[config.mk]
export PLATFORM = sky130hd
export DESIGN_NAME = dist_sq_unit
export DESIGN_NICKNAME = d
export VERILOG_FILES = /design/src/rtl/dist_sq_unit.sv
export SDC_FILE = /design/constraint.sdc
export NUM_CORES = 1
export LEC_CHECK = 0
export ABC_AREA = 0
export BUFFER_PORTS_ARGS = -buffer_cell sky130_fd_sc_hd__buf_2
export CORE_MARGIN = 2
export CORE_UTILIZATION = 45
export DETAILED_ROUTE_END_ITERATION = 10
export GPL_TIMING_DRIVEN = 0
export SETUP_SLACK_MARGIN = 0.15
export SLEW_MARGIN = 10
export SYNTH_ARGS = -nofsm -noshare
export SYNTH_HDL_FRONTEND = slang
export SYNTH_SLANG_ARGS = --single-unit
export TNS_END_PERCENT = 100
[constraint.sdc]
create_clock -name clk -period 24.2 [get_ports clk]
set_input_delay 1.21 -clock clk [delete_from_list [all_inputs] [get_ports clk]]
set_output_delay 1.21 -clock clk [all_outputs]
set_load 0.01 [all_outputs]
[src/rtl/dist_sq_unit.sv]
// rtl/dist_sq_unit.sv - squared distance r^2 = dx^2 + dy^2 + dz^2 (+ EPS_SQ) in float27
//
// Purpose:
//   Upstream stage of fast_inv_sqrt. One squarer and one adder are shared and
//   stepped once per cycle over dx, dy, dz (and EPS_SQ when SOFTENING_EN is
//   defined). Float27 layout: [26] sign, [25:18] exponent (bias 127),
//   [17:0] fraction with hidden leading 1. Truncation only, no rounding.
//
// Optional feature:
//   `define SOFTENING_EN adds EPS_SQ (not squared) as a fourth step, giving
//   a latency of 4 instead of 3.
//
// Ports:
//   clk        in   clock
//   rst        in   asynchronous active-low reset
//   in_valid   in   dx/dy/dz valid
//   in_ready   out  block can accept a new displacement
//   dx/dy/dz   in   displacement components, float27
//   out_valid  out  r_sq valid, held until out_ready
//   out_ready  in   downstream accepts r_sq
//   r_sq       out  squared distance, float27, sign always 0
//   ovf        out  sticky: a saturation occurred since reset

module dist_sq_unit #(
    parameter logic [26:0] EPS_SQ = 27'h1FC0000
) (
    input  logic        clk,
    input  logic        rst,
    input  logic        in_valid,
    output logic        in_ready,
    input  logic [26:0] dx,
    input  logic [26:0] dy,
    input  logic [26:0] dz,
    output logic        out_valid,
    input  logic        out_ready,
    output logic [26:0] r_sq,
    output logic        ovf
);

    localparam logic [26:0] SAT = 27'h3FBFFFF;

`ifdef SOFTENING_EN
    localparam logic [1:0] LAST_STEP = 2'd3;
`else
    localparam logic [1:0] LAST_STEP = 2'd2;
`endif

    typedef enum logic [1:0] {IDLE, CALC, DONE} state_t;

    state_t      r_state;
    logic [25:0] r_dx, r_dy, r_dz;   // sign dropped: only squares are taken
    logic [26:0] r_acc;
    logic [1:0]  r_count;
    logic        r_in_ready;
    logic        r_out_valid;
    logic        r_ovf;

    // Operand select for the shared squarer.
    logic [25:0] w_op;
    always_comb begin
        case (r_count)
            2'd0:    w_op = r_dx;
            2'd1:    w_op = r_dy;
            default: w_op = r_dz;
        endcase
    end

    // Squarer. The exponent is kept biased by +127 (w_sq_eb = 2*exp + carry)
    // so the underflow/overflow tests stay unsigned.
    logic [18:0] w_sq_m;
    logic [37:0] w_sq_prod;
    logic [9:0]  w_sq_eb;
    logic [9:0]  w_sq_sub;
    logic [17:0] w_sq_f;
    logic [26:0] w_sq;
    logic        w_sq_ovf;

    assign w_sq_m = {1'b1, w_op[17:0]};

    always_comb begin
        w_sq_prod = {19'd0, w_sq_m} * {19'd0, w_sq_m};
        w_sq_eb   = {1'b0, w_op[25:18], 1'b0} + {9'd0, w_sq_prod[37]};
        w_sq_sub  = w_sq_eb - 10'd127;
        w_sq_f    = w_sq_prod[37] ? w_sq_prod[36:19] : w_sq_prod[35:18];
        w_sq      = '0;
        w_sq_ovf  = 1'b0;
        if (w_op[25:18] == 8'd0 || w_sq_eb <= 10'd127) begin
            w_sq = '0;
        end else if (w_sq_eb >= 10'd382) begin
            w_sq     = SAT;
            w_sq_ovf = 1'b1;
        end else begin
            w_sq = {1'b0, w_sq_sub[7:0], w_sq_f};
        end
    end

    // The softening step bypasses the squarer.
    logic [26:0] w_b;
    logic        w_b_ovf;
    assign w_b     = (r_count == 2'd3) ? EPS_SQ : w_sq;
    assign w_b_ovf = (r_count != 2'd3) && w_sq_ovf;

    // Adder for non-negative operands.
    logic [7:0]  w_big_e, w_sml_e, w_diff;
    logic [17:0] w_big_f, w_sml_f;
    logic [18:0] w_sml_m;
    logic [19:0] w_sum;
    logic [8:0]  w_add_e;
    logic [17:0] w_add_f;
    logic [26:0] w_add;
    logic        w_add_ovf;

    always_comb begin
        if (r_acc[25:18] >= w_b[25:18]) begin
            w_big_e = r_acc[25:18];
            w_big_f = r_acc[17:0];
            w_sml_e = w_b[25:18];
            w_sml_f = w_b[17:0];
        end else begin
            w_big_e = w_b[25:18];
            w_big_f = w_b[17:0];
            w_sml_e = r_acc[25:18];
            w_sml_f = r_acc[17:0];
        end
        w_diff  = w_big_e - w_sml_e;
        // Shifts of 19 or more would flush the whole mantissa anyway.
        w_sml_m = (w_diff >= 8'd19) ? 19'd0 : ({1'b1, w_sml_f} >> w_diff);
        w_sum   = {2'b01, w_big_f} + {1'b0, w_sml_m};
        if (w_sum[19]) begin
            w_add_e = {1'b0, w_big_e} + 9'd1;
            w_add_f = w_sum[18:1];
        end else begin
            w_add_e = {1'b0, w_big_e};
            w_add_f = w_sum[17:0];
        end
        w_add     = '0;
        w_add_ovf = 1'b0;
        if (r_acc[25:18] == 8'd0) begin
            w_add = w_b;
        end else if (w_b[25:18] == 8'd0) begin
            w_add = r_acc;
        end else if (w_add_e >= 9'd255) begin
            w_add     = SAT;
            w_add_ovf = 1'b1;
        end else begin
            w_add = {1'b0, w_add_e[7:0], w_add_f};
        end
    end

    logic w_unused;
    assign w_unused = ^{dx[26], dy[26], dz[26], w_sq_prod[17:0], w_sq_sub[9:8]};

    always_ff @(posedge clk or negedge rst) begin
        if (!rst) begin
            r_state     <= IDLE;
            r_dx        <= '0;
            r_dy        <= '0;
            r_dz        <= '0;
            r_acc       <= '0;
            r_count     <= '0;
            r_in_ready  <= 1'b1;
            r_out_valid <= 1'b0;
            r_ovf       <= 1'b0;
        end else begin
            case (r_state)
                IDLE: begin
                    if (in_valid && r_in_ready) begin
                        r_dx       <= dx[25:0];
                        r_dy       <= dy[25:0];
                        r_dz       <= dz[25:0];
                        r_acc      <= '0;
                        r_count    <= '0;
                        r_in_ready <= 1'b0;
                        r_state    <= CALC;
                    end
                end
                CALC: begin
                    r_acc   <= w_add;
                    r_count <= r_count + 2'd1;
                    if (w_b_ovf || w_add_ovf) begin
                        r_ovf <= 1'b1;
                    end
                    if (r_count == LAST_STEP) begin
                        r_out_valid <= 1'b1;
                        r_state     <= DONE;
                    end
                end
                DONE: begin
                    // in_ready rises only after the handshake edge, so no
                    // accept can coincide with the output transfer.
                    if (out_ready) begin
                        r_out_valid <= 1'b0;
                        r_in_ready  <= 1'b1;
                        r_state     <= IDLE;
                    end
                end
                default: r_state <= IDLE;
            endcase
        end
    end

    assign in_ready  = r_in_ready;
    assign out_valid = r_out_valid;
    assign r_sq      = r_acc;
    assign ovf       = r_ovf;

endmodule

# After elaboration in Yosys (flattened, before gate mapping)
# Cells that the tools add are included.
word_totals:
  word_cells: 85
  input_bits: 85
  ff_bits: 112
classes:
  n_mul: 1
  magnitude_cmp: 5
  muxes: 34
  add_sub_neg: 6
  n_reduce_logical: 19
  eq_ne: 10
  shift: 1
ops:
  columns: ["op", "count"]
  rows:
  - ["2-to-1 mux 27 bit", 4]
  - ["2-to-1 mux 26 bit", 3]
  - ["2-to-1 mux 18 bit", 4]
  - ["case mux 27 bit (2 select lines)", 1]
  - ["case mux 26 bit (2 select lines)", 1]
  - ["multiplier 19 x 19 -> 38 bit", 1]
  - ["zero test 8 bit", 3]
  - ["adder 19 x 19 -> 20 bit", 1]
  - ["2-to-1 mux 19 bit", 1]
  - ["right shift 19 x 8 -> 19 bit", 1]
  - ["2-to-1 mux 8 bit", 2]
  - ["AND reduction 3 bit", 4]
  - ["adder 9 x 1 -> 10 bit", 1]
  - [">= comparator 10 x 9 -> 1 bit (second input constant)", 1]
  - ["less-or-equal comparator 10 x 7 -> 1 bit (second input constant)", 1]
  - ["adder 8 x 1 -> 9 bit (second input constant)", 1]
  - [">= comparator 9 x 8 -> 1 bit (second input constant)", 1]
  - ["2-to-1 mux 1 bit", 9]
  - ["2-to-1 mux 9 bit", 1]
  - [">= comparator 8 x 5 -> 1 bit (second input constant)", 1]
  - [">= comparator 8 bit", 1]
  - ["2-to-1 mux 2 bit", 4]
  - ["!= test 2 bit (second input constant)", 4]
  - ["subtractor 8 x 7 -> 8 bit (second input constant)", 1]
  - ["13 further kinds", 24]

# Longest topological paths before layout
# Gate-level depths: netlist (run 1).
logic_depth:
  ltp_word: 21
  mapped_depth: 80
  ltp_nobuf: 69

# Worst setup path before layout (run 1)
# OpenSTA, ideal clock, no wires.
synth_timing:
  path_type: "register to register"
  startpoint: "register r_count[0]"
  endpoint: "register r_acc[14], in the netlist r_sq[14]"
  required_time_ns: 24.072
  arrival_time_ns: 16.601
  setup_ns: 0.128
  stages_incl_launch_ff: 77
  period_less_slack_ns: 16.729
  slack_ns: 7.471
  path_cell_list: "dfrtp_1 -> inv_1 -> ha_1 -> buf_6 -> buf_6 -> nor2_2 -> buf_4 -> clkbuf_1 -> a21oi_1 -> inv_1 -> clkbuf_1 -> nand2_1 -> fa_1 -> inv_1 -> fa_1 -> inv_1 -> fa_1 -> inv_1 -> [41 not listed] -> ha_1 -> a21o_1 -> a21o_1 -> a21oi_1 -> o21ai_0 -> a21oi_1 -> a21oi_1 -> nand4_1 -> a21boi_0 -> o21ai_0 -> nor2b_1 -> o21bai_1 -> a31oi_2 -> clkbuf_1 -> buf_1 -> mux2i_1 -> and3_1 -> a22oi_2"
synth_via:
  elab_chain_cells: 20
  elab_cells_between_ends: 36
  classes_between: "5 x add/sub; 1 x mul; 5 x order compare; 3 x eq/ne; 1 x shift; 16 x mux; 5 x reduce/logical"
synth_lines:
  columns: ["item", "line", "rtl"]
  rows:
  - ["start: declaration", "53", "logic [1:0] r_count;"]
  - ["start signal: assignment", "179", "r_count <= r_count + 2'd1;"]
  - ["== test 2 x 1 -> 1 bit or zero test 2 bit (tied branches)", "61", "case (r_count)"]
  - ["case mux 26 bit (2 select lines)", "61", null]
  - ["multiplier 19 x 19 -> 38 bit", "81", "w_sq_prod = {19'd0, w_sq_m} * {19'd0, w_sq_m};"]
  - ["adder 9 x 1 -> 10 bit", "82", "w_sq_eb = {1'b0, w_op[25:18], 1'b0} + {9'd0, w_sq_prod[37]};"]
  - ["subtractor 8 x 7 -> 8 bit (tied with other cells)", "83", "w_sq_sub = w_sq_eb - 10'd127;"]
  - ["2-to-1 mux 26 bit or logical OR 1 bit (tied branches)", "89, 87", null]
  - ["2-to-1 mux 26 bit", "87", "if (w_op[25:18] == 8'd0 || w_sq_eb <= 10'd127) begin"]
  - ["2-to-1 mux 27 bit (*)", "100", "assign w_b = (r_count == 2'd3) ? EPS_SQ : w_sq;"]
  - ["[4 not listed]", null, null]
  - ["2-to-1 mux 19 bit", "127", "w_sml_m = (w_diff >= 8'd19) ? 19'd0 : ({1'b1, w_sml_f} >> w_diff);"]
  - ["adder 19 x 19 -> 20 bit", "128", "w_sum = {2'b01, w_big_f} + {1'b0, w_sml_m};"]
  - ["2-to-1 mux 9 bit", "129", "if (w_sum[19]) begin"]
  - [">= comparator 9 x 8 -> 1 bit", "142", "end else if (w_add_e >= 9'd255) begin"]
  - ["2-to-1 mux 26 bit", "142", null]
  - ["2-to-1 mux 27 bit", "140", "end else if (w_b[25:18] == 8'd0) begin"]
  - ["2-to-1 mux 27 bit", "138", "if (r_acc[25:18] == 8'd0) begin"]
  - ["case mux 27 bit (2 select lines)", "165", "case (r_state)"]
  - ["end signal: assignment", "178", "r_acc <= w_add;"]
  - ["end: declaration", "52", "logic [26:0] r_acc;"]
# Every way passes the cells marked *; elsewhere a longest branch is shown, timed or not. The select of a mux whose other input is x is not followed.
# A chain may end at the register's enable or synchronous reset.

# Worst setup path in the final report (run 1)
layout_timing:
  startpoint: "register r_count[0]"
  endpoint: "register r_acc[10], in the netlist r_sq[10]"
# The elaborated chain is that of the path after synthesis.

==> results.txt, run 1 <==
----------------------------------------------------
[Global route]
  Vias in the first global route ... 16940
  Overall Global Routing Usage ... 26.73%
  Residual overflow from global routing ... 0
  Antenna violations before repair ... 0
  First-pass GRT wire length ... 91280 um
  Maximum number of pins on one net before global-route repair ... 69

[Cells and area]
  Layout Utilization ... 49.77%
  Proportion of layout cells with a drive suffix above 1 ... 8.505%
  Post-route design area ... 20410 sq um
  Synthesis-to-finish area growth ... 8.593%
  Commonest non-fill, non-tap cell in the layout ... sky130_fd_sc_hd__nand2_1
  Top library cells by usage in the layout, fill and taps aside ... sky130_fd_sc_hd__nand2_1 (494), sky130_fd_sc_hd__inv_1 (374), sky130_fd_sc_hd__fa_1 (249)
  Net count reported at finish ... 2900
  Inserted Diodes ... 0

[STA]
  Unrepaired setup endpoints after global routing ... no
  Setup total negative slack ... 0 ps
  Crit path time final ... 21520 ps
  Final setup vio count ... 0
  Worst-case clock skew ... 19.48 ps
  Final clock period utilization by the worst path ... 88.91%
  Maximum clock frequency ... 46.48 MHz
  Transition time at the pin with the least slew margin ... 1078 ps
  Fin worst setup slack ... 2684 ps
  Final Max Tran Viols ... 0
  Max-slew headroom ... 27.65%
  Hold Vio Cnt, Final ... 0

[Logic synthesis]
  Prevailing post-synth register cell ... sky130_fd_sc_hd__dfrtp_1
  Count of flip-flops with a built-in enable after synthesis ... 0
  Top post-synthesis cells by area ... sky130_fd_sc_hd__fa_1 (27%), sky130_fd_sc_hd__dfrtp_1 (15%), sky130_fd_sc_hd__ha_1 (9.9%)
  Post-synthesis cell type with the largest combined area ... sky130_fd_sc_hd__fa_1
  Syn_area_per_cell ... 8.194 sq um
  Share of the yosys chip area belonging to registers ... 14.78%
  Number of distinct library cells after synthesis ... 90
  Synthesized cell area ... 18800 sq um
  Flops & latches, synth ... 111
  Total of warnings raised by yosys ... 0
  Cells after synthesis ... 2294
  Fraction of registers with async set/reset ... 100.0%
  Fraction of post-synthesis cell area in the top cell type by area ... 26.52%
  Nets in the synthesized netlist ... 2777

[Detailed routing]
  Final routed wirelength across all metal layers ... 56580 um
  DRC violations left ... 0
  Via count normalized by instance count ... 5.515
  Drt initial violations ... 1135
  Number of vias after detailed routing ... 16290
  Wire length per cell after detailed routing ... 19.16 um
  Remaining antenna violation count ... 0
  Length of the first detailed-routing pass in iterations ... 5

[Clocking]
  Clock buffers created by TritonCTS ... 9
  Setup Buffers After CTS ... 0
  Number of hold buffers added after cts ... 0
  Buffers from clock root to sink, at most ... 2
  Resize count post-CTS ... 0
  Clock Pin Slew Worst Setup and Hold Paths ... 90 ps
  Clk_lat worst skew ... 370 ps
  Sinks on the clock net ... 111
  Clock tree from TritonCTS ... built
  H-tree depth reported by CTS ... 3
  Root Buffer Master ... sky130_fd_sc_hd__clkbuf_16

[Worst setup path]
  Arrival time of data at the critical path endpoint ... 21770 ps
  Critical Path RT ... 24460 ps
  Worst path slowest cell ... sky130_fd_sc_hd__or4_1
  Crit path top cell by count ... sky130_fd_sc_hd__clkbuf_1
  CP max FO ... 12
  Launching element type of the critical path ... register
  Kind of end point of the critical path ... register
  Start-to-end type of the worst setup path ... reg -> reg
  CP top delay family ... compound AO/OA/AOI/OAI gates
  Largest stage delay, worst path ... 740 ps
  Buffers plus inverters on the worst setup path ... 19

[Floorplan]
  Die Y ... 208.4 um
  X dimension of the die ... 208.4 um
  Effective utilization at floorplan ... 45.83%
  Core area ... 41020 sq um
  Standard-cell row count ... 74
  Top-Level Pins ... 115
  Die area ... 43420 sq um

[Run status]
  Outcome ... finished clean

[Place]
  Placed inst area ... 20060 sq um
  Final Wtd Congestion ... 0.9698
  DP Worst Slack ... 3024 ps
  Post-detail-place hpwl ... 47020 um
  Count of buffers inserted at the top-level ports ... 110

[Hold path]
  HP Class ... reg -> reg

[Pwr]
  Cell Pwr Density ... 18.49 nW/um^2
  Worst supply voltage drop on vdd ... 0.03540 mV
  Static Leakage ... 11.13 nW

[Run]
  # Max-Cap Violations ... 0

----------------------------------------------------
worst paths after layout:
kind	startpoint	endpoint	slack, ps	depth (start not counted)
setup / recovery	r_count[0]	r_sq[10]	2680	74
hold / removal	r_dz[17]	r_dz[17]	470	2
setup reg to reg	r_count[0]	r_sq[10]	2680	74
hold reg to reg	r_dz[17]	r_dz[17]	470	2
max in group asynchronous	rst	r_dy[16]	22760	2
min in group asynchronous	rst	r_dy[20]	740	1
report_power, final:
group	leakage (nW)	internal [mW]	total, mW	switching, mW
clock network	0.169	0.0946	0.180	0.0858
registers	1.42	0.185	0.185	0
logic	9.53	0.00540	0.0118	0.00635
state kept, by name, indices dropped and copies added (netlist names):
signal	cells
in_ready	1
r_state	2
r_dx	26
r_sq	26
r_count	2
ovf	1
r_dy	26
r_dz	26
out_valid	1
cell type report:
type	count	area (sq um)
repair buffers	112	595.6
well taps	532	665.6
multi-input cells	1698	14150
clock inverters	7	123.9
flip-flops and latches	111	2779
clock buffers	9	225.2
plain buffers	101	430.4
fillers	4075	20600
inverters	384	1441
worst register-to-register path: cells and delay by family (launching register included):
kind                     cells  cell delay (ps)
AO/OA/AOI/OAI               28             6780
XOR/XNOR                     1              180
adder cells (fa/ha/maj)     12             4810
buffers and inverters       19             5300
flip-flops                   1              410
AND/OR/NAND/NOR             14             4010
through the flow:
stage | instances | hold slack, ps | power, mW
6_report | 2954 | 471.2 | 0.3774
3_3_place_gp | 2936 | 453.9 | 0.2004
2_1_floorplan | 2294 | 435.8 | 0.1895
3_5_place_dp | 2938 | 457.5 | 0.2011
5_1_grt | 2954 | 493.2 | 0.3879
4_1_cts | 2954 | 475.2 | 0.3808
cell families after synthesis:
| family | share of synthesized area, % |
|---|---|
| other | 0.01995 |
| buffers and inverters | 9.957 |
| DFF | 14.78 |
| and+or+nand+nor | 18.33 |
| AOI/OAI and AO/OA | 14.18 |
| adders and majority gates | 36.44 |
| muxes | 3.734 |
| xor gates and xnor gates | 2.563 |
cells in the mapped netlist (5+ instances only):
library cell               number
sky130_fd_sc_hd__nor2_1       119
sky130_fd_sc_hd__a21o_1        37
sky130_fd_sc_hd__nor3_1        21
sky130_fd_sc_hd__or2_2         13
sky130_fd_sc_hd__and4_1         5
sky130_fd_sc_hd__a22oi_1       11
sky130_fd_sc_hd__mux2i_1       51
sky130_fd_sc_hd__o21a_1         7
sky130_fd_sc_hd__inv_1        374
sky130_fd_sc_hd__buf_1         11
sky130_fd_sc_hd__ha_1         149
sky130_fd_sc_hd__a31oi_1       11
sky130_fd_sc_hd__mux2_2        17
sky130_fd_sc_hd__a211oi_1      21
sky130_fd_sc_hd__nand3_1       25
sky130_fd_sc_hd__o211ai_1      14
sky130_fd_sc_hd__nor3b_1       12
sky130_fd_sc_hd__nor4_1         5
sky130_fd_sc_hd__o2111a_1       5
sky130_fd_sc_hd__and2_1        10
sky130_fd_sc_hd__a22o_1        26
sky130_fd_sc_hd__buf_2          5
sky130_fd_sc_hd__xnor2_1       36
sky130_fd_sc_hd__xor2_1        19
sky130_fd_sc_hd__o21ai_0       83
sky130_fd_sc_hd__nand4_1        9
sky130_fd_sc_hd__o21bai_1       7
sky130_fd_sc_hd__nand2b_1      14
sky130_fd_sc_hd__clkinv_1       7
sky130_fd_sc_hd__o221ai_1       5
sky130_fd_sc_hd__nor2b_1        9
sky130_fd_sc_hd__a22oi_2        8
sky130_fd_sc_hd__a21oi_1       95
sky130_fd_sc_hd__nand2_1      494
sky130_fd_sc_hd__clkbuf_1      77
sky130_fd_sc_hd__and3_1        19
sky130_fd_sc_hd__or3_1          6
sky130_fd_sc_hd__dfrtp_1      110
sky130_fd_sc_hd__fa_1         249
routing by layer:
layer / part of all wire, % / up-vias / track usage [%] / wire length [um]
met5: 0 / - / 0 / 0
met4: 3.0 / 0 / 7.963 / 1706
met3: 5.9 / 114 / 3.260 / 3345
met2: 48 / 540 / 45.48 / 27140
met1: 43 / 7989 / 35.76 / 24390
li1: - / 7649 / - / -
(Power assumes the default switching activity.)
==> run 2: changes to the inputs <==
--- a/config.mk
+++ b/config.mk
@@ -7,10 +7,13 @@
 export LEC_CHECK = 0
 export ABC_AREA = 0
 export BUFFER_PORTS_ARGS = -buffer_cell sky130_fd_sc_hd__buf_2
+export CELL_PAD_IN_SITES_DETAIL_PLACEMENT = 0
+export CELL_PAD_IN_SITES_GLOBAL_PLACEMENT = 1
 export CORE_MARGIN = 2
 export CORE_UTILIZATION = 45
 export DETAILED_ROUTE_END_ITERATION = 10
 export GPL_TIMING_DRIVEN = 0
+export PLACE_DENSITY_LB_ADDON = 0.1
 export SETUP_SLACK_MARGIN = 0.15
 export SLEW_MARGIN = 10
 export SYNTH_ARGS = -nofsm -noshare
==> results.txt, run 2 (synthesis results as in run 1) <==
----------------------------------------------------
[STA]
  Final Max Tran Viols ... 0 (unchanged)
  Final setup vio count ... 0 (unchanged)
  Unrepaired setup endpoints after global routing ... no
  Max-slew headroom ... 31.77% (+4.1 points)
  Setup total negative slack ... 0 ps (unchanged)
  Final clock period utilization by the worst path ... 87.50% (-1.4 points)
  Post-Route Hold Slack ... 476.6 ps (+5.354 ps)
  Crit path time final ... 21180 ps (-340.7 ps)
  Maximum clock frequency ... 47.23 MHz (+1.6%)
  Transition time at the pin with the least slew margin ... 1023 ps (-54.11 ps)
  Fin worst setup slack ... 3025 ps (+340.7 ps)
  Worst-case clock skew ... 10.19 ps (-9.284 ps)
  Hold Vio Cnt, Final ... 0 (unchanged)

[Pwr]
  Worst supply voltage drop on vdd ... 0.02953 mV (-17%)
  Cell Pwr Density ... 17.77 nW/um^2 (-3.9%)
  Static Leakage ... 11.12 nW (about the same)

[Floorplan]
  Die area ... 43420 sq um (unchanged)
  Effective utilization at floorplan ... 45.83% (unchanged)
  Die Y ... 208.4 um (unchanged)
  Standard-cell row count ... 74 (unchanged)
  Top-Level Pins ... 115 (unchanged)
  Core area ... 41020 sq um (unchanged)
  X dimension of the die ... 208.4 um (unchanged)

[Global route]
  Antenna violations before repair ... 0 (unchanged)
  Overall Global Routing Usage ... 27.24% (+0.52 points)
  Maximum number of pins on one net before global-route repair ... 76 (+10%)
  Residual overflow from global routing ... 0 (unchanged)
  Vias in the first global route ... 17200 (+1.6%)
  First-pass GRT wire length ... 93330 um (+2.2%)

[Cells and area]
  Net count reported at finish ... 2900 (unchanged)
  Layout Utilization ... 49.73% (about the same)
  Synthesis-to-finish area growth ... 8.507% (about the same)
  Final standard cell count with taps included and fillers excluded ... 2956 (+0.068%)
  Commonest non-fill, non-tap cell in the layout ... sky130_fd_sc_hd__nand2_1
  Proportion of layout cells with a drive suffix above 1 ... 8.505% (unchanged)
  Top library cells by usage in the layout, fill and taps aside ... sky130_fd_sc_hd__nand2_1 (494), sky130_fd_sc_hd__inv_1 (374), sky130_fd_sc_hd__fa_1 (249)

[Place]
  DP Worst Slack ... 3258 ps (+234.3 ps)
  Post-detail-place hpwl ... 48550 um (+3.3%)
  Final Wtd Congestion ... 0.9378 (-3.3%)
  Count of placed standard cells including taps ... 2938 (unchanged)
  Count of buffers inserted at the top-level ports ... 110 (unchanged)

[Worst setup path]
  Kind of end point of the critical path ... register
  Largest stage delay, worst path ... 670 ps (-70 ps)
  CP max FO ... 12 (unchanged)
  Arrival time of data at the critical path endpoint ... 21440 ps (-330 ps)
  Critical Path RT ... 24460 ps (about the same)
  Worst path slowest cell ... sky130_fd_sc_hd__clkbuf_1
  Launching element type of the critical path ... register
  Start-to-end type of the worst setup path ... reg -> reg

[Detailed routing]
  Number of vias after detailed routing ... 16090 (-1.2%)
  Length of the first detailed-routing pass in iterations ... 7 (+2)
  Final routed wirelength across all metal layers ... 56940 um (+0.63%)
  Remaining antenna violation count ... 0 (unchanged)
  Wire length per cell after detailed routing ... 19.26 um (+0.56%)
  Via count normalized by instance count ... 5.445 (-1.3%)
  DRC violations left ... 0 (unchanged)
  Drt initial violations ... 885 (-22%)

[Clocking]
  Root Buffer Master ... sky130_fd_sc_hd__clkbuf_16
  H-tree depth reported by CTS ... 3 (unchanged)
  Buffers from clock root to sink, at most ... 2 (unchanged)
  Clock buffers created by TritonCTS ... 9 (unchanged)
  Clock tree from TritonCTS ... built
  Sinks on the clock net ... 111 (unchanged)
  Number of hold buffers added after cts ... 0 (unchanged)
  Setup Buffers After CTS ... 0 (unchanged)
  Clock Pin Slew Worst Setup and Hold Paths ... 80 ps (about the same)
  Resize count post-CTS ... 0 (unchanged)
  Clk_lat worst skew ... 380 ps (about the same)

[Run status]
  Outcome ... finished clean

[Run]
  # Max-Cap Violations ... 0 (unchanged)

[Hold path]
  HP Class ... reg -> reg

----------------------------------------------------
==> run 2: cell types whose count changed in the layout (fill, tap and decap cells not counted), sizes merged <==
cell,before,now
clkbuf,86,87
bufinv,2,1
diode,0,2
==> run 2: worst max-delay path: cells and delay by family, from the launching register on <==
kind / cells / cell delay (ps)
AOI/OAI and AO/OA: 28 / 6240
xor gates and xnor gates: 1 / 190
adders and majority gates: 12 / 4780
buffers and inverters: 19 / 5300
DFF: 1 / 400
and+or+nand+nor: 15 / 4050
==> run 2: path summary, 6_finish.rpt <==
kind	from	end	slack [ps]	cells after the start
worst max register to register	r_count[1]	r_sq[10]	3020	75
min in group asynchronous	rst	r_dy[19]	720	1
worst max-delay path	r_count[1]	r_sq[10]	3020	75
worst min-delay path	r_dz[16]	r_dz[16]	480	2
worst min register to register	r_dz[16]	r_dz[16]	480	2
max in group asynchronous	rst	r_dz[8]	22790	2
==> run 2: layout make-up <==
cell class	count	area, sq um
Sequential cell	111	2779
Timing Repair Buffer	112	595.6
Multi-Input combinational cell	1698	14150
Clock inverter	6	88.84
Clock buffer	10	239.0
Buffer	101	430.4
Fill cell	4131	20620
Inverter	384	1441
Tap cell	532	665.6
Antenna cell	2	5.005
==> run 2: stage by stage <==
| stage | area, sq um | total power [mW] |
|---|---|---|
| final | 20400 | 0.3625 |
| after floorplan | 18800 | 0.1895 |
| after CTS | 20390 | 0.3677 |
| after detailed placement | 20060 | 0.2010 |
| after global routing | 20390 | 0.3750 |
| after global placement | 20010 | 0.2002 |
==> run 2: per-layer routing <==
metal / vias to the layer above / part of all wire, % / global-route usage (%) / wire length (um)
li1: 7654 / - / - / -
met1: 7990 / 44 / 36.21 / 25220
met2: 377 / 50 / 48.48 / 28570
met3: 73 / 3.2 / 1.585 / 1847
met4: 0 / 2.3 / 6.971 / 1307
met5: - / 0 / 0 / 0
==> run 2: power breakdown <==
part           switching (mW)  internal, mW
registers                   0         0.185
logic                 0.00620       0.00540
clock network          0.0796        0.0860
==> run 3: changes to the inputs <==
--- a/config.mk
+++ b/config.mk
@@ -6,7 +6,7 @@
 export NUM_CORES = 1
 export LEC_CHECK = 0
 export ABC_AREA = 0
-export BUFFER_PORTS_ARGS = -buffer_cell sky130_fd_sc_hd__buf_2
+export BUFFER_PORTS_ARGS = -buffer_cell sky130_fd_sc_hd__buf_4
 export CELL_PAD_IN_SITES_DETAIL_PLACEMENT = 0
 export CELL_PAD_IN_SITES_GLOBAL_PLACEMENT = 1
 export CORE_MARGIN = 2
==> results.txt, run 3 (synthesis results as in run 1) <==
----------------------------------------------------
[Run status]
  Outcome ... finished clean

[Clocking]
  Clock tree from TritonCTS ... built
  Resize count post-CTS ... 0 (unchanged)
  Number of hold buffers added after cts ... 0 (unchanged)
  H-tree depth reported by CTS ... 3 (unchanged)
  Buffers from clock root to sink, at most ... 2 (unchanged)
  Clock Pin Slew Worst Setup and Hold Paths ... 80 ps (about the same)
  Clk_lat worst skew ... 380 ps (about the same)
  Setup Buffers After CTS ... 0 (unchanged)
  Clock buffers created by TritonCTS ... 9 (unchanged)
  Root Buffer Master ... sky130_fd_sc_hd__clkbuf_16
  Sinks on the clock net ... 111 (unchanged)

[STA]
  Crit path time final ... 21330 ps (+157.7 ps)
  Final clock period utilization by the worst path ... 88.15% (+0.65 points)
  Hold Vio Cnt, Final ... 0 (unchanged)
  Transition time at the pin with the least slew margin ... 980.6 ps (-42.82 ps)
  Final setup vio count ... 0 (unchanged)
  Unrepaired setup endpoints after global routing ... no
  Max-slew headroom ... 34.63% (+2.9 points)
  Setup total negative slack ... 0 ps (unchanged)
  Maximum clock frequency ... 46.88 MHz (-0.74%)
  Final Max Tran Viols ... 0 (unchanged)
  Worst-case clock skew ... 8.032 ps (-2.161 ps)

[Worst setup path]
  Worst path slowest cell ... sky130_fd_sc_hd__clkbuf_1
  Crit path top cell by count ... sky130_fd_sc_hd__a21oi_1
  Critical Path RT ... 24460 ps (about the same)
  Critical Path Start ... r_count[0]
  Critical R2R Launch ... r_count[0]
  CP top delay family ... compound AO/OA/AOI/OAI gates
  Buffers plus inverters on the worst setup path ... 19 (unchanged)
  R2r setup slk ... 2870 ps (-160 ps)
  Kind of end point of the critical path ... register
  Largest stage delay, worst path ... 620 ps (-50 ps)
  Arrival time of data at the critical path endpoint ... 21590 ps (+150 ps)
  CP max FO ... 12 (unchanged)
  Start-to-end type of the worst setup path ... reg -> reg
  Launching element type of the critical path ... register

[Cells and area]
  Filler cell count ... 4077 (-1.3%)
  Layout Utilization ... 50.33% (+0.60 points)
  Proportion of layout cells with a drive suffix above 1 ... 8.464% (-0.041 points)
  Inserted Diodes ... 0 (-2)
  Commonest non-fill, non-tap cell in the layout ... sky130_fd_sc_hd__nand2_1
  Post-route design area ... 20640 sq um (+1.2%)
  Synthesis-to-finish area growth ... 9.811%
  Top library cells by usage in the layout, fill and taps aside ... sky130_fd_sc_hd__nand2_1 (494), sky130_fd_sc_hd__inv_1 (374), sky130_fd_sc_hd__fa_1 (249)
  Net count reported at finish ... 2900 (unchanged)

[Floorplan]
  Top-Level Pins ... 115 (unchanged)
  X dimension of the die ... 208.4 um (unchanged)
  Die Y ... 208.4 um (unchanged)
  Core area ... 41020 sq um (unchanged)
  Effective utilization at floorplan ... 45.83% (unchanged)
  Standard-cell row count ... 74 (unchanged)
  Die area ... 43420 sq um (unchanged)

[Hold path]
  Start point of the worst hold path ... r_dz[17]
  HP Class ... reg -> reg

[Detailed routing]
  Drt initial violations ... 1155 (+31%)
  Length of the first detailed-routing pass in iterations ... 6 (-1)
  Remaining antenna violation count ... 0 (unchanged)
  Via count normalized by instance count ... 5.449 (about the same)
  Number of vias after detailed routing ... 16100 (+0.0062%)
  Wire length per cell after detailed routing ... 19.24 um (-0.13%)
  DRC violations left ... 0 (unchanged)
  Final routed wirelength across all metal layers ... 56830 um (-0.19%)

[Pwr]
  Internal power of the cells ... 0.2766 mW (about the same)
  Fraction of power spent switching nets ... 23.25% (-0.43 points)
  Worst supply voltage drop on vdd ... 0.03093 mV (+4.8%)
  Power, Total ... 0.3604 mW (-0.59%)
  Sequential Power Share ... 51.4% (+0.3 points)
  Net switching power of the design ... 0.08378 mW (-2.4%)
  Cell Pwr Density ... 17.46 nW/um^2 (-1.8%)
  Logic gate share of total power ... 4.2% (+1.0 points)
  Clock power share ... 44.4% (-1.3 points)
  Static Leakage ... 11.22 nW (+0.90%)

[Place]
  Final Wtd Congestion ... 0.9169 (-2.2%)
  Placed inst area ... 20340 sq um (+1.4%)
  Count of buffers inserted at the top-level ports ... 110 (unchanged)
  Post-detail-place hpwl ... 48370 um (-0.36%)

[Global route]
  Residual overflow from global routing ... 0 (unchanged)
  Fraction of met3 tracks used by global routing ... 2.008% (+0.42 points)
  First-pass GRT wire length ... 93440 um (+0.12%)
  Met1 layer usage reported by global route ... 36.76% (+0.55 points)
  Overall Global Routing Usage ... 27.33% (+0.085 points)
  Maximum number of pins on one net before global-route repair ... 74 (-2.6%)
  Met2 Use GR ... 47.38% (-1.1 points)
  GR peak layer ... met2
  Vias in the first global route ... 17020 (-1.0%)
  Antenna violations before repair ... 0 (unchanged)

[Run]
  # Max-Cap Violations ... 0 (unchanged)

----------------------------------------------------
-- run 3: final cells by class --
type	instances	area, sq um	area share, %
Buffer	101	430.4	2.085
Clock buffer	10	229.0	1.109
Clock inverter	6	76.32	0.3697
Inverter	384	1441	6.983
Multi-Input combinational cell	1698	14150	68.56
Sequential cell	111	2779	13.46
Tap cell	532	665.6	3.225
Timing Repair Buffer	112	868.3	4.207
-- run 3: worst reg2reg max path: cells and delay by family, from the launching register on --
kind                       cells  cell delay [ps]
AOI/OAI and AO/OA             26             6040
buffers and inverters         19             5250
adders and majority gates     12             4890
and+or+nand+nor               16             4200
xor gates and xnor gates       1              440
DFF                            1              420
-- run 3: power groups by stage --
stage / Clock [mW] / Combinational (mW) / Sequential (mW)
floorplan: 0 / 0.000453 / 0.189
global placement: 0 / 0.0148 / 0.189
global route: 0.170 / 0.0168 / 0.185
finish: 0.160 / 0.0152 / 0.185
detailed placement: 0 / 0.0157 / 0.189
CTS: 0.163 / 0.0157 / 0.185
-- run 3: through the flow --
| step | setup WS, ps | instances | hold WS, ps |
|---|---|---|---|
| 6_report | 2867 | 2954 | 474.2 |
| 5_1_grt | 1425 | 2954 | 494.2 |
| 4_1_cts | 3018 | 2954 | 474.3 |
| 3_5_place_dp | 3121 | 2938 | 457.0 |
| 3_3_place_gp | 3160 | 2936 | 450.3 |
| 2_1_floorplan | 7471 | 2294 | 435.8 |
-- run 3: worst paths after layout --
| kind | cells after the start | to |
|---|---|---|
| worst min register to register | 2 | r_dz[17] |
| min in group asynchronous | 1 | r_dy[20] |
| worst max-delay path | 74 | r_sq[10] |
| worst min-delay path | 2 | r_dz[17] |
| max in group asynchronous | 2 | r_dz[12] |
| worst max register to register | 74 | r_sq[10] |
-- run 3: routing by layer --
| metal | wire (um) | vias up |
|---|---|---|
| met4 | 1556 | 0 |
| met3 | 1982 | 89 |
| met5 | 0 | - |
| li1 | - | 7657 |
| met1 | 25300 | 7937 |
| met2 | 27990 | 412 |
